`config.mk`:
```
export PLATFORM = sky130hd
export DESIGN_NAME = mux_valve_sequencer
export DESIGN_NICKNAME = d
export VERILOG_FILES = /design/src/rtl/mux_valve_sequencer.sv
export SDC_FILE = /design/constraint.sdc
export NUM_CORES = 1
export LEC_CHECK = 0
export ABC_AREA = 1
export BUFFER_PORTS_ARGS = -buffer_cell sky130_fd_sc_hd__buf_4
export CAP_MARGIN = 20
export CORE_MARGIN = 2
export CORE_UTILIZATION = 28
export CTS_BUF_LIST = sky130_fd_sc_hd__clkbuf_2
export CTS_CLUSTER_SIZE = 28
export DETAILED_ROUTE_END_ITERATION = 6
export PLACE_DENSITY_LB_ADDON = 0.3
export SLEW_MARGIN = 10
export SYNTH_ARGS = -nofsm -noshare
export SYNTH_HDL_FRONTEND = slang
export SYNTH_SLANG_ARGS = --single-unit
```
`constraint.sdc`:
```
create_clock -name clk -period 1.9 [get_ports clk]
set_input_delay 0 -clock clk [delete_from_list [all_inputs] [get_ports clk]]
set_output_delay 0 -clock clk [all_outputs]
set_load 0.02 [all_outputs]
```
`src/rtl/mux_valve_sequencer.sv`:
```
// Binary-tree microfluidic multiplexer sequencer.
// Opens a route from one of 2^LEVELS leaves to the root, break-before-make:
// all valves close for SETTLE cycles, the new pattern is applied for SETTLE
// cycles, and only then is the route reported active. Release drains (all
// closed) for SETTLE cycles before going idle.
// Note: "release" is a reserved word, so the release input is release_route.
module mux_valve_sequencer #(
  parameter int LEVELS = 6,
  parameter int SETTLE = 16
) (
  input  logic              clk,
  input  logic              rst_n,
  input  logic              req_valid,
  input  logic [LEVELS-1:0] req_addr,
  output logic              req_ready,
  input  logic              release_route,
  output logic [LEVELS-1:0] ctrl_0,
  output logic [LEVELS-1:0] ctrl_1,
  output logic              active,
  output logic              route_done,
  output logic [LEVELS-1:0] cur_addr
);

  typedef enum logic [2:0] {
    IDLE   = 3'd0,
    CLOSE  = 3'd1,
    OPEN   = 3'd2,
    ACTIVE = 3'd3,
    DRAIN  = 3'd4
  } state_t;

  // Reload value of the settle counter; SETTLE is legal over 1..255 so this fits.
  localparam logic [7:0] SETTLE_M1 = 8'(SETTLE - 1);

  state_t     state;
  logic [7:0] cnt;

  logic accept;
  logic same_addr;
  logic start_route;
  logic start_drain;
  logic settled;
  logic close_all;
  logic apply;

  // Transition decisions shared by the FSM and the valve registers.
  always_comb begin
    accept      = req_valid & req_ready;
    same_addr   = (req_addr == cur_addr);
    start_route = accept & ((state == IDLE) | ((state == ACTIVE) & ~same_addr));
    start_drain = (state == ACTIVE) & release_route & ~req_valid;
    settled     = (cnt == 8'd0);
    close_all   = start_route | start_drain;
    apply       = (state == CLOSE) & settled;
  end

  // Sequencer FSM: state, settle counter, latched address and handshake flags.
  always_ff @(posedge clk or negedge rst_n) begin
    if (!rst_n) begin
      state      <= IDLE;
      cnt        <= 8'd0;
      cur_addr   <= '0;
      active     <= 1'b0;
      route_done <= 1'b0;
      req_ready  <= 1'b1;
    end else begin
      route_done <= 1'b0;
      case (state)
        IDLE: begin
          if (start_route) begin
            state     <= CLOSE;
            cnt       <= SETTLE_M1;
            cur_addr  <= req_addr;
            req_ready <= 1'b0;
          end
        end
        CLOSE: begin
          if (settled) begin
            state <= OPEN;
            cnt   <= SETTLE_M1;
          end else begin
            cnt <= cnt - 8'd1;
          end
        end
        OPEN: begin
          if (settled) begin
            state      <= ACTIVE;
            active     <= 1'b1;
            route_done <= 1'b1;
            req_ready  <= 1'b1;
          end else begin
            cnt <= cnt - 8'd1;
          end
        end
        ACTIVE: begin
          // A request outranks a simultaneous release.
          if (start_route) begin
            state     <= CLOSE;
            cnt       <= SETTLE_M1;
            cur_addr  <= req_addr;
            active    <= 1'b0;
            req_ready <= 1'b0;
          end else if (accept) begin
            route_done <= 1'b1;
          end else if (start_drain) begin
            state     <= DRAIN;
            cnt       <= SETTLE_M1;
            active    <= 1'b0;
            req_ready <= 1'b0;
          end
        end
        DRAIN: begin
          if (settled) begin
            state     <= IDLE;
            req_ready <= 1'b1;
          end else begin
            cnt <= cnt - 8'd1;
          end
        end
        default: begin
          state     <= IDLE;
          active    <= 1'b0;
          req_ready <= 1'b1;
        end
      endcase
    end
  end

  // One control-line pair per tree level. Level i (ctrl bit i-1) steers on
  // address bit LEVELS-i, so the root level uses the address MSB.
  for (genvar g = 0; g < LEVELS; g++) begin : g_lvl
    logic sel_bit;
    assign sel_bit = cur_addr[LEVELS-1-g];

    // Valve pair register: closes on any route change or drain, takes the
    // addressed pattern once the close phase has settled, otherwise holds.
    always_ff @(posedge clk or negedge rst_n) begin
      if (!rst_n) begin
        ctrl_0[g] <= 1'b1;
        ctrl_1[g] <= 1'b1;
      end else if (close_all) begin
        ctrl_0[g] <= 1'b1;
        ctrl_1[g] <= 1'b1;
      end else if (apply) begin
        ctrl_0[g] <= sel_bit;
        ctrl_1[g] <= ~sel_bit;
      end
    end
  end

endmodule

```
==> results of run 1 <==
==> sequential cells by signal (all words and copies together), names as in the netlist <==
signal,count
ctrl_0,6
state,3
ctrl_1,6
cnt,8
route_done,1
active,1
cur_addr,6
req_ready,1
==> path summary, 6_finish.rpt <==
kind / start / endpoint / cells after the start
setup reg to reg: cnt[0]$_DFFE_PN0P_ / cnt[0]$_DFFE_PN0P_ / 10
hold / removal: rst_n / cur_addr[5]$_DFFE_PN0P_ / 2
min in group clk: release_route / ctrl_0[0]$_DFFE_PN1P_ / 4
hold reg to reg: req_ready$_DFFE_PN1P_ / req_ready$_DFFE_PN1P_ / 2
setup / recovery: cnt[0]$_DFFE_PN0P_ / cnt[0]$_DFFE_PN0P_ / 10
max in group asynchronous: rst_n / ctrl_1[4]$_DFFE_PN1P_ / 2
==> layout make-up <==
| type | count | area (µm²) |
|---|---|---|
| inverters | 32 | 120 |
| clock inverters | 3 | 42.5 |
| multi-input cells | 176 | 867 |
| clock buffers | 5 | 25.0 |
| well taps | 77 | 96.3 |
| flip-flops and latches | 32 | 817 |
| fillers | 654 | 4030 |
| repair buffers | 44 | 350 |
==> worst max-delay path, stage by stage, from the launching register on <==
cell and delay [ns]:
sky130_fd_sc_hd__dfrtp_1 0.42, sky130_fd_sc_hd__inv_1 0.09, sky130_fd_sc_hd__ha_1 0.19, sky130_fd_sc_hd__nand3_1 0.12, sky130_fd_sc_hd__nor2_4 0.07, sky130_fd_sc_hd__inv_2 0.17
sky130_fd_sc_hd__o22ai_2 0.12, sky130_fd_sc_hd__nor2_4 0.24, sky130_fd_sc_hd__nand2_4 0.12, sky130_fd_sc_hd__nand2_1 0.07, sky130_fd_sc_hd__nand2_1 0.05
==> power by group <==
| group | leakage [nW] | total (W) | internal [W] | switching, W |
|---|---|---|---|---|
| Combinational | 0.772 | 0.00196 | 0.000732 | 0.00123 |
| Sequential | 0.376 | 0.00127 | 0.00101 | 0.000257 |
| Clock | 0.0390 | 0.000477 | 0.000220 | 0.000258 |
| Total | 1.19 | 0.00370 | 0.00196 | 0.00174 |
==> logic make-up after synthesis <==
kind of cell,count (synthesis)
and+or+nand+nor,148
buffers and inverters,37
DFF,32
AOI/OAI and AO/OA,21
xor gates and xnor gates,4
adders and majority gates,2
==> cells in the mapped netlist (3+ instances only) <==
| library cell | n | area, µm² |
|---|---|---|
| sky130_fd_sc_hd__nand2_1 | 85 | 319 |
| sky130_fd_sc_hd__inv_1 | 28 | 105 |
| sky130_fd_sc_hd__nand3_1 | 28 | 140 |
| sky130_fd_sc_hd__dfrtp_1 | 19 | 475 |
| sky130_fd_sc_hd__o21ai_0 | 14 | 70.1 |
| sky130_fd_sc_hd__dfstp_2 | 13 | 342 |
| sky130_fd_sc_hd__nor2_1 | 12 | 45.0 |
| sky130_fd_sc_hd__nand4_1 | 8 | 50.1 |
| sky130_fd_sc_hd__inv_2 | 4 | 15.0 |
| sky130_fd_sc_hd__nor3_1 | 4 | 20.0 |
| sky130_fd_sc_hd__a21oi_1 | 3 | 15.0 |
| sky130_fd_sc_hd__buf_2 | 3 | 15.0 |
| sky130_fd_sc_hd__nor2_4 | 3 | 33.8 |
==> layout by cell type (no fill, tap or decap), types with 2 or more instances in the layout <==
cell type,instances
sky130_fd_sc_hd__inv_2,4
sky130_fd_sc_hd__nand3_1,28
sky130_fd_sc_hd__ha_1,2
sky130_fd_sc_hd__o21ai_0,14
sky130_fd_sc_hd__dfstp_2,13
sky130_fd_sc_hd__nor2_2,3
sky130_fd_sc_hd__dfrtp_1,19
sky130_fd_sc_hd__nor3_1,4
sky130_fd_sc_hd__clkbuf_2,5
sky130_fd_sc_hd__xnor2_1,2
sky130_fd_sc_hd__nand4_1,8
sky130_fd_sc_hd__inv_1,28
sky130_fd_sc_hd__nand2_1,85
sky130_fd_sc_hd__a21oi_1,3
sky130_fd_sc_hd__nand2_2,2
sky130_fd_sc_hd__buf_4,36
sky130_fd_sc_hd__nor2_4,3
sky130_fd_sc_hd__dlygate4sd3_1,8
sky130_fd_sc_hd__nor2_1,12
sky130_fd_sc_hd__xor2_1,2
sky130_fd_sc_hd__nand2_4,2
==> metrics by stage <==
step | std cells | util, % | setup slack [ns] | hold WS [ns]
floorplan | 244 | - | 0.385 | -0.296
global placement | 348 | 33.6 | 0.200 | -0.0313
detailed placement | 348 | 33.6 | 0.139 | -0.0359
CTS | 364 | 35.9 | 0.0997 | 0.0669
global route | 369 | 36.5 | 0.000410 | 0.0549
finish | 369 | 36.5 | 0.163 | 0.0591
==> per-layer routing <==
layer | vias to the layer above | global-route usage, % | share of wire (%)
li1 | 871 | - | -
met1 | 782 | 17.2 | 47
met2 | 44 | 18.8 | 46
met3 | 6 | 3.31 | 5.8
met4 | 0 | 3.90 | 1.1
met5 | - | 0 | 0
==> repair_timing <==
item,CTS,global route
endpoints found under the setup margin,0,1
endpoints found under the hold margin,39,0
setup buffers,0,4
hold buffers,8,0
==> impl_metrics.yaml, run 1 <==
clocking:
  cts_inserted_buffers: 5
  clock-root-buffer: "sky130_fd_sc_hd__clkbuf_2"
  cts.repair.resized: 0
  clk-insertion-delay-late_ns: 0.39
  cts_tree: "done"
  clk_transition_reported_paths_ns: 0.19
  h_tree_levels: 2
  clock_sink_count: 32
  clockBufferDepth: 2
global_routing:
  gr-total-overflow: 0
  global_route_wire_length_before_repair_mm: 7.23
  grt_pass1_vias: 1570
  gr-usage-all-layers_pct: 12.4
  antenna_violations_before_repair: 0
  grt_max_degree: 33
power_and_ir_drop:
  post-layout-total-power_w: 0.00370
  power_density_nw_per_um2: 1600
  highest_ir_drop_seen_on_vdd_mv: 0.644
  total_leakage_power_nw: 1.19
logic_synthesis:
  synth_enable_flop_cells: 0
  ys_dominant_reg_cell: "sky130_fd_sc_hd__dfrtp_1"
  netlist_instances: 244
  synth_top_family_by_area: "simple AND/OR/NAND/NOR gates"
  synthArstFlopShare_pct: 100
  avgSynthCellArea_um2: 7.52
  synth_nets: 256
  muxShareOfSynthArea_pct: 0
  post_synth_xor_area_fraction_pct: 1.91
  yosysSeqAreaShare_pct: 44.5
  post_synthesis_sequential_element_count: 32
  yosys.area_share.simple_pct: 37.0
  syn_area_um2: 1840
  synth-compound-area-share_pct: 6.61
  adder_cell_fraction_of_synth_area_pct: 1.36
  synth_cell_type_count: 26
  synth_warnings: 0
timing:
  timing.final.max_slew_violations: 0
  final_period_demand_of_the_worst_path_ns: 1.74
  unrepaired_setup_endpoints_after_global_routing: "false"
  max_slew.worst_pin.slew_ns: 0.401
  setup-tns-final_ns: 0
  timing_hold_violations_final: 0
  min_period_over_period_pct: 91.4
  setup_viol_count_final: 0
  skew_ns: 0.0219
  max_slew_margin_pct: 73.3
  fmaxAchievable_mhz: 576
min_path:
  worstHoldPathType: "in -> async"
worst_setup_path:
  critPathMaxFanout: 9
  worst_ep_arrival_time_ns: 2.02
  regToRegSetupSlack_ns: 0.16
  critPathLaunchType: "flip-flop"
  cp-end-kind: "flip-flop"
  critPathKind: "reg -> reg"
  required_time_worst_endpoint_ns: 2.18
outcome:
  run_status: "complete, no violations"
route:
  wl_per_cell_um: 11.4
  finalWirelength_mm: 4.21
  vias_per_cell: 4.62
  drt_pass1_iterations: 4
  vias: 1703
  final_antenna_net_count: 0
  drcViolationCount: 0
  drtIter0Drc: 87
floorplanning:
  floorplan.initialDensity_pct: 28.9
  cell_rows: 29
  core-area_um2: 6350
  die_height_um: 85.0
  ioPinCount: 31
  floorplan.die_area_um2: 7220
  dieWidth_um: 85.0
placement:
  placedInstanceArea_um2: 2130
  port_buffers: 30
  dpl.hpwl_mm: 3.09
  gpl.final_weighted_congestion: 0.794
cells_and_area:
  nets: 303
  synthToLayoutAreaGrowth_pct: 26.3
  final_layout_size_suffix_gt1_share_pct: 25.7
  final_design_area_no_fill_um2: 2320
  insertedDiodeCount: 0
job:
  cap_viol_max_count: 0
No activity file was read; power rests on OpenSTA's default activity.
==> run 2, diff against run 1 <==
--- a/config.mk
+++ b/config.mk
@@ -5,7 +5,6 @@
 export SDC_FILE = /design/constraint.sdc
 export NUM_CORES = 1
 export LEC_CHECK = 0
-export ABC_AREA = 1
 export BUFFER_PORTS_ARGS = -buffer_cell sky130_fd_sc_hd__buf_4
 export CAP_MARGIN = 20
 export CORE_MARGIN = 2
@@ -18,3 +17,4 @@
 export SYNTH_ARGS = -nofsm -noshare
 export SYNTH_HDL_FRONTEND = slang
 export SYNTH_SLANG_ARGS = --single-unit
+export TNS_END_PERCENT = 1
==> run 2 against run 1 <==
Compared with the run above:
- worst hold slack worse by 0.034 ns
- clock power grew 4%
- core utilization is 3.6 points higher
- cell count fell by 17%
- sequential share of layout area decreased by 2.5 points
- non-clock buffer count is 23 higher
- register-to-register slack lost 0.11 ns
- synthesized cell count is 34% lower
- sequential power shrank 6%
- combinational power up 3%
- highest routed layer unchanged
==> impl_metrics.yaml, run 2 <==
route:
  wl_per_cell_um: 14.4
  vias_per_cell: 4.93
  drtIter0Drc: 47
  vias: 1513
  drt_pass1_iterations: 4
  drcViolationCount: 0
  final_antenna_net_count: 0
  finalWirelength_mm: 4.41
logic_synthesis:
  ys_top_cells_by_area: "sky130_fd_sc_hd__dfrtp_1, sky130_fd_sc_hd__dfstp_2, sky130_fd_sc_hd__nand2_1, sky130_fd_sc_hd__mux2i_1, sky130_fd_sc_hd__mux2_2"
  synth_nets: 173
  yosysSeqAreaShare_pct: 45.8
  synth_enable_flop_cells: 0
  syn_area_um2: 1780
  post_synth_xor_area_fraction_pct: 3.44
  yosys-top-cells-count: "sky130_fd_sc_hd__nand2_1, sky130_fd_sc_hd__dfrtp_1, sky130_fd_sc_hd__dfstp_2"
  post-synth-top-area-fraction_pct: 26.6
  netlist_instances: 161
  synth-compound-area-share_pct: 19.8
  avgSynthCellArea_um2: 11.1
  synth_warnings: 0
  synth_area_leader_cell: "sky130_fd_sc_hd__dfrtp_1"
  synth_cell_type_count: 49
  muxShareOfSynthArea_pct: 9.12
  ys_dominant_reg_cell: "sky130_fd_sc_hd__dfrtp_1"
  most_repeated_cell_in_the_gate_level_netlist_after_synthesis: "sky130_fd_sc_hd__nand2_1"
  post_synthesis_sequential_element_count: 32
  adder_cell_fraction_of_synth_area_pct: 1.40
  synthArstFlopShare_pct: 100
  synth_top_family_by_area: "compound AO/OA/AOI/OAI gates"
  yosys.area_share.simple_pct: 16.0
cells_and_area:
  flip_flop_count_of_the_largest_register_all_copies_and_words_added: 8
  final_layout_size_suffix_gt1_share_pct: 47.8
  final_design_area_no_fill_um2: 2510
  synthToLayoutAreaGrowth_pct: 40.5
  insertedDiodeCount: 0
  largest-register: "cnt"
  layout.cells.most_common_list: "sky130_fd_sc_hd__buf_4, sky130_fd_sc_hd__nand2_1, sky130_fd_sc_hd__dfrtp_1"
  fin_cells: 307
  final.fill_count: 618
  mostFrequentLayoutCell: "sky130_fd_sc_hd__buf_4"
  nets: 241
floorplanning:
  core-area_um2: 6240
  cell_rows: 29
  dieWidth_um: 83.8
  die_height_um: 83.8
  ioPinCount: 31
  floorplan.die_area_um2: 7030
  floorplan.initialDensity_pct: 28.6
placement:
  preCtsSetupSlack_ns: -0.0237
  post-place-cells: 283
  port_buffers: 30
  gpl.final_weighted_congestion: 0.725
  dpl.hpwl_mm: 2.92
  placedInstanceArea_um2: 2230
timing:
  setup-tns-final_ns: 0
  pnr_worst_setup_slack_ns: 0.0524
  timing_hold_violations_final: 0
  skew_ns: 0.0199
  max_slew.worst_pin.slew_ns: 0.411
  setup_viol_count_final: 0
  max_slew_margin_pct: 72.5
  min_period_over_period_pct: 97.2
  final_period_demand_of_the_worst_path_ns: 1.85
  timing.final.max_slew_violations: 0
  fmaxAchievable_mhz: 541
worst_setup_path:
  required_time_worst_endpoint_ns: 2.25
  rr_startpoint: "req_ready$_DFFE_PN1P_"
  critPathMaxFanout: 8
  cpMaxStageDelayCell: "sky130_fd_sc_hd__dfstp_2"
  crit_path_cell_trace: "nand2_2 -> nor3_4 -> o21ai_4 -> buf_4 -> a2111oi_1 -> a21o_1"
  critPathBufInv: 1
  crit_cells: 6
  worst-r2r-cell-count: 6
  critPathKind: "reg -> reg"
  cp-end-kind: "flip-flop"
  regToRegSetupSlack_ns: 0.05
  worst_ep_arrival_time_ns: 2.20
  endpoint_of_the_worst_register_to_register_path: "cnt[5]$_DFFE_PN0P_"
  worst_path_top_cell_family_by_delay: "compound AO/OA/AOI/OAI gates"
  critical_path_max_stage_delay_ns: 0.60
  critPathLaunchType: "flip-flop"
global_routing:
  antenna_violations_before_repair: 0
  gr-usage-all-layers_pct: 12.5
  gr-total-overflow: 0
  global_route_wire_length_before_repair_mm: 7.04
  grt_pass1_vias: 1421
  grt_max_degree: 33
min_path:
  worstHoldPathType: "in -> async"
clocking:
  clock_sink_count: 32
  clockBufferDepth: 2
  cts_tree: "done"
  clk-insertion-delay-late_ns: 0.41
  clock-root-buffer: "sky130_fd_sc_hd__clkbuf_2"
  clk_transition_reported_paths_ns: 0.20
  cts_inserted_buffers: 5
  h_tree_levels: 2
power_and_ir_drop:
  highest_ir_drop_seen_on_vdd_mv: 0.610
  power_density_nw_per_um2: 1480
  post-layout-total-power_w: 0.00371
  total_leakage_power_nw: 1.12
outcome:
  run_status: "complete, no violations"
job:
  cap_viol_max_count: 0
## run 2: layout make-up
type	instances	area, µm²	area share [%]
timing repair buffer	67	546	21.8
multi-input combinational	116	951	37.9
clock inverter	3	42.5	1.70
tap	77	96.3	3.84
sequential	32	820	32.7
inverter	7	26.3	1.05
clock buffer	5	25.0	0.999
## run 2: worst max-delay path by stage
stage                                        from                    end  slack (ns)
after CTS                      cnt[1]$_DFFE_PN0P_     cnt[5]$_DFFE_PN0P_      -0.006
after floorplan             req_ready$_DFFE_PN1P_     cnt[1]$_DFFE_PN0P_       0.005
after detailed placement       cnt[1]$_DFFE_PN0P_     cnt[1]$_DFFE_PN0P_       -0.02
final                       req_ready$_DFFE_PN1P_     cnt[5]$_DFFE_PN0P_        0.05
after global routing      cur_addr[3]$_DFFE_PN0P_  ctrl_1[3]$_DFFE_PN1P_      -0.004
after global placement         cnt[1]$_DFFE_PN0P_     cnt[1]$_DFFE_PN0P_       -0.03
## run 2: logic make-up after synthesis
| group | Yosys count |
|---|---|
| simple gates | 51 |
| compound gates | 40 |
| flops | 32 |
| mux | 15 |
| buf+inv | 14 |
| xor+xnor | 7 |
| fa+ha+maj | 2 |
## run 2: repair_timing
action,in CTS,in global routing
resized for setup,4,10
endpoints found under the setup margin,13,20
buffers inserted,2,6
pin swaps,2,8
gates cloned,0,1
hold endpoints to repair,38,0
hold buffers,7,0
## run 2: power breakdown
group	internal, W	total (W)	switching, W
sequential	0.00101	0.00119	0.000187
combinational	0.000990	0.00202	0.00103
clock	0.000220	0.000496	0.000276
## run 2: metal layers
metal,up-vias,share of wire (%),global-route usage (%)
li1,731,-,-
met1,744,47,17.5
met2,33,47,18.9
met3,5,4.1,3.66
met4,0,0.93,3.08
met5,-,0,0
## run 2: per-stage QoR
step	util, %	hold WS, ns
after floorplan	-	-0.296
after global placement	35.8	-0.0291
after detailed placement	35.8	-0.0296
after CTS	38.7	0.0316
after global routing	40.2	0.0661
final	40.2	0.0249
==> run 3, diff against run 2 <==
--- a/config.mk
+++ b/config.mk
@@ -13,6 +13,7 @@
 export CTS_CLUSTER_SIZE = 28
 export DETAILED_ROUTE_END_ITERATION = 6
 export PLACE_DENSITY_LB_ADDON = 0.3
+export SETUP_SLACK_MARGIN = 0.2
 export SLEW_MARGIN = 10
 export SYNTH_ARGS = -nofsm -noshare
 export SYNTH_HDL_FRONTEND = slang
==> run 3 against run 2 <==
Compared with the run above:
- sequential share of layout area decreased by 1.3 points
- die area stayed put
- clock power is 0.8% lower
- wire length decreased by 3.9%
- setup slack better by 0.020 ns
==> impl_metrics.yaml, run 3 (synthesis gave the netlist of run 2 again) <==
clocking:
  clock-root-buffer: "sky130_fd_sc_hd__clkbuf_2"
  clk_transition_reported_paths_ns: 0.20
  cts_tree: "done"
  clockBufferDepth: 2
  cts_inserted_buffers: 5
  clock_sink_count: 32
  h_tree_levels: 2
  clk-insertion-delay-late_ns: 0.39
power_and_ir_drop:
  sw_frac_of_total_pct: 40.0
  intPower_w: 0.00228
  power_density_nw_per_um2: 1460
  total_leakage_power_nw: 1.17
  p_seq_share_pct: 31.1
  highest_ir_drop_seen_on_vdd_mv: 0.585
  p_clk_share_pct: 13.0
  power_switching_w: 0.00152
  combinational_group_share_of_total_power_pct: 55.9
floorplanning:
  die_height_um: 83.8
  core-area_um2: 6240
  cell_rows: 29
  floorplan.die_area_um2: 7030
  dieWidth_um: 83.8
  ioPinCount: 31
  floorplan.initialDensity_pct: 28.6
timing:
  fmaxAchievable_mhz: 547
  fin_hold_ws_ns: 0.0417
  setup-tns-final_ns: 0
  final_period_demand_of_the_worst_path_ns: 1.83
  timing.final.max_slew_violations: 0
  timing_hold_violations_final: 0
  setup_viol_count_final: 0
  min_period_over_period_pct: 96.2
  pnr_worst_setup_slack_ns: 0.0722
  unrepaired_setup_endpoints_after_global_routing: "true"
  max_slew_margin_pct: 72.1
  skew_ns: 0.0131
  max_slew.worst_pin.slew_ns: 0.419
placement:
  gpl.final_weighted_congestion: 0.724
  preCtsSetupSlack_ns: -0.00896
  dpl.hpwl_mm: 2.86
  port_buffers: 30
worst_setup_path:
  cpMaxStageDelayCell: "sky130_fd_sc_hd__dfrtp_1"
  critPathBufInv: 0
  endpoint: "cnt[5]$_DFFE_PN0P_"
  worst_ep_arrival_time_ns: 2.13
  regToRegSetupSlack_ns: 0.07
  endpoint_of_the_worst_register_to_register_path: "cnt[5]$_DFFE_PN0P_"
  worst-r2r-cell-count: 5
  critPathKind: "reg -> reg"
  critPathMaxFanout: 8
  cp-end-kind: "flip-flop"
  critical_path_max_stage_delay_ns: 0.47
  crit_cells: 5
  worst_path_top_cell_family_by_delay: "simple AND/OR/NAND/NOR gates"
  rr_startpoint: "cnt[4]$_DFFE_PN0P_"
  required_time_worst_endpoint_ns: 2.20
  critPathLaunchType: "flip-flop"
  critical_path.startpoint: "cnt[4]$_DFFE_PN0P_"
  crit_path_cell_trace: "nor4_4 -> and2_4 -> o21ai_4 -> a221o_1 -> a21o_1"
cells_and_area:
  final_layout_size_suffix_gt1_share_pct: 50.8
  multi_input_gate_area_in_the_final_layout_um2: 1000
  final.fill_count: 610
  nets: 247
  layout.cells.most_common_list: "sky130_fd_sc_hd__buf_4, sky130_fd_sc_hd__nand2_1, sky130_fd_sc_hd__dfrtp_1"
  final-seq-area_um2: 820
  largest-register: "cnt"
  insertedDiodeCount: 0
  synthToLayoutAreaGrowth_pct: 46.2
  flip_flop_count_of_the_largest_register_all_copies_and_words_added: 8
  mostFrequentLayoutCell: "sky130_fd_sc_hd__buf_4"
route:
  final_antenna_net_count: 0
  drtIter0Drc: 32
  drcViolationCount: 0
  finalWirelength_mm: 4.24
  vias: 1518
  wl_per_cell_um: 13.6
  drt_pass1_iterations: 4
  vias_per_cell: 4.85
min_path:
  worstHoldPathType: "in -> reg"
  number_of_stages_on_the_worst_hold_path: 4
job:
  cap_viol_max_count: 0
global_routing:
  gr-usage-all-layers_pct: 12.7
  grt_pass1_vias: 1477
  grt_max_degree: 33
  antenna_violations_before_repair: 0
  gr-total-overflow: 0
  global_route_wire_length_before_repair_mm: 7.16
outcome:
  run_status: "complete, no violations"
==> run 3: cell types whose count changed in the layout (fill, tap and decap cells not counted), sizes merged <==
cell   before  now
buf        60   66
a22oi       1    2
nand3       3    2
==> run 3: how the worst min path moves through the flow <==
stage	slack (ns)	from	end
finish	0.04	release_route	state[2]$_DFFE_PN0P_
global route	0.07	release_route	state[2]$_DFFE_PN0P_
CTS	0.04	release_route	state[2]$_DFFE_PN0P_
detailed placement	-0.03	rst_n	cnt[1]$_DFFE_PN0P_
global placement	-0.03	rst_n	cnt[3]$_DFFE_PN0P_
floorplan	-0.30	rst_n	active$_DFFE_PN0P_
==> run 3: routing by layer <==
layer,vias to the layer above,global-route usage (%),routed length [µm]
met5,-,0,0
met3,5,2.87,188
met2,37,20.0,1990
met4,0,4.40,51
li1,738,-,-
met1,738,17.2,2010
==> run 3: timing repair <==
item,4_1_cts,5_1_grt
pin swaps,3,9
buffers inserted,8,5
cloned,1,0
endpoints found under the hold margin,38,0
resized for setup,14,8
hold buffers,7,0
setup endpoints to repair,24,25
==> run 3: metrics by stage <==
| step | total power (W) | util (%) | cell area, µm² | instances |
|---|---|---|---|---|
| detailed placement | 0.00301 | 36.1 | 2250 | 284 |
| global route | 0.00404 | 41.8 | 2610 | 313 |
| finish | 0.00380 | 41.8 | 2610 | 313 |
| global placement | 0.00300 | 36.1 | 2250 | 284 |
| floorplan | 0.00232 | - | 1800 | 161 |
| CTS | 0.00364 | 40.2 | 2510 | 308 |
==> run 3: power by group through the flow <==
| stage | registers [W] | clock network, W | logic (W) |
|---|---|---|---|
| finish | 0.00118 | 0.000492 | 0.00212 |
| global route | 0.00122 | 0.000531 | 0.00229 |
| CTS | 0.00119 | 0.000506 | 0.00195 |
| detailed placement | 0.00119 | 0 | 0.00182 |
| global placement | 0.00118 | 0 | 0.00182 |
| floorplan | 0.00145 | 0 | 0.000871 |
==> run 3: worst reg2reg max path: stages, from the launching register on <==
cell and delay (ns):
sky130_fd_sc_hd__dfrtp_1 0.47, sky130_fd_sc_hd__nor4_4 0.41, sky130_fd_sc_hd__and2_4 0.26, sky130_fd_sc_hd__o21ai_4 0.10
sky130_fd_sc_hd__a221o_1 0.34, sky130_fd_sc_hd__a21o_1 0.15
==> run 3: layout make-up <==
class	instances	area share (%)
Multi-Input combinational cell	116	38.5
Sequential cell	32	31.4
Timing Repair Buffer	73	22.8
Tap cell	77	3.69
Clock inverter	3	1.63
Inverter	7	1.01
Clock buffer	5	0.959
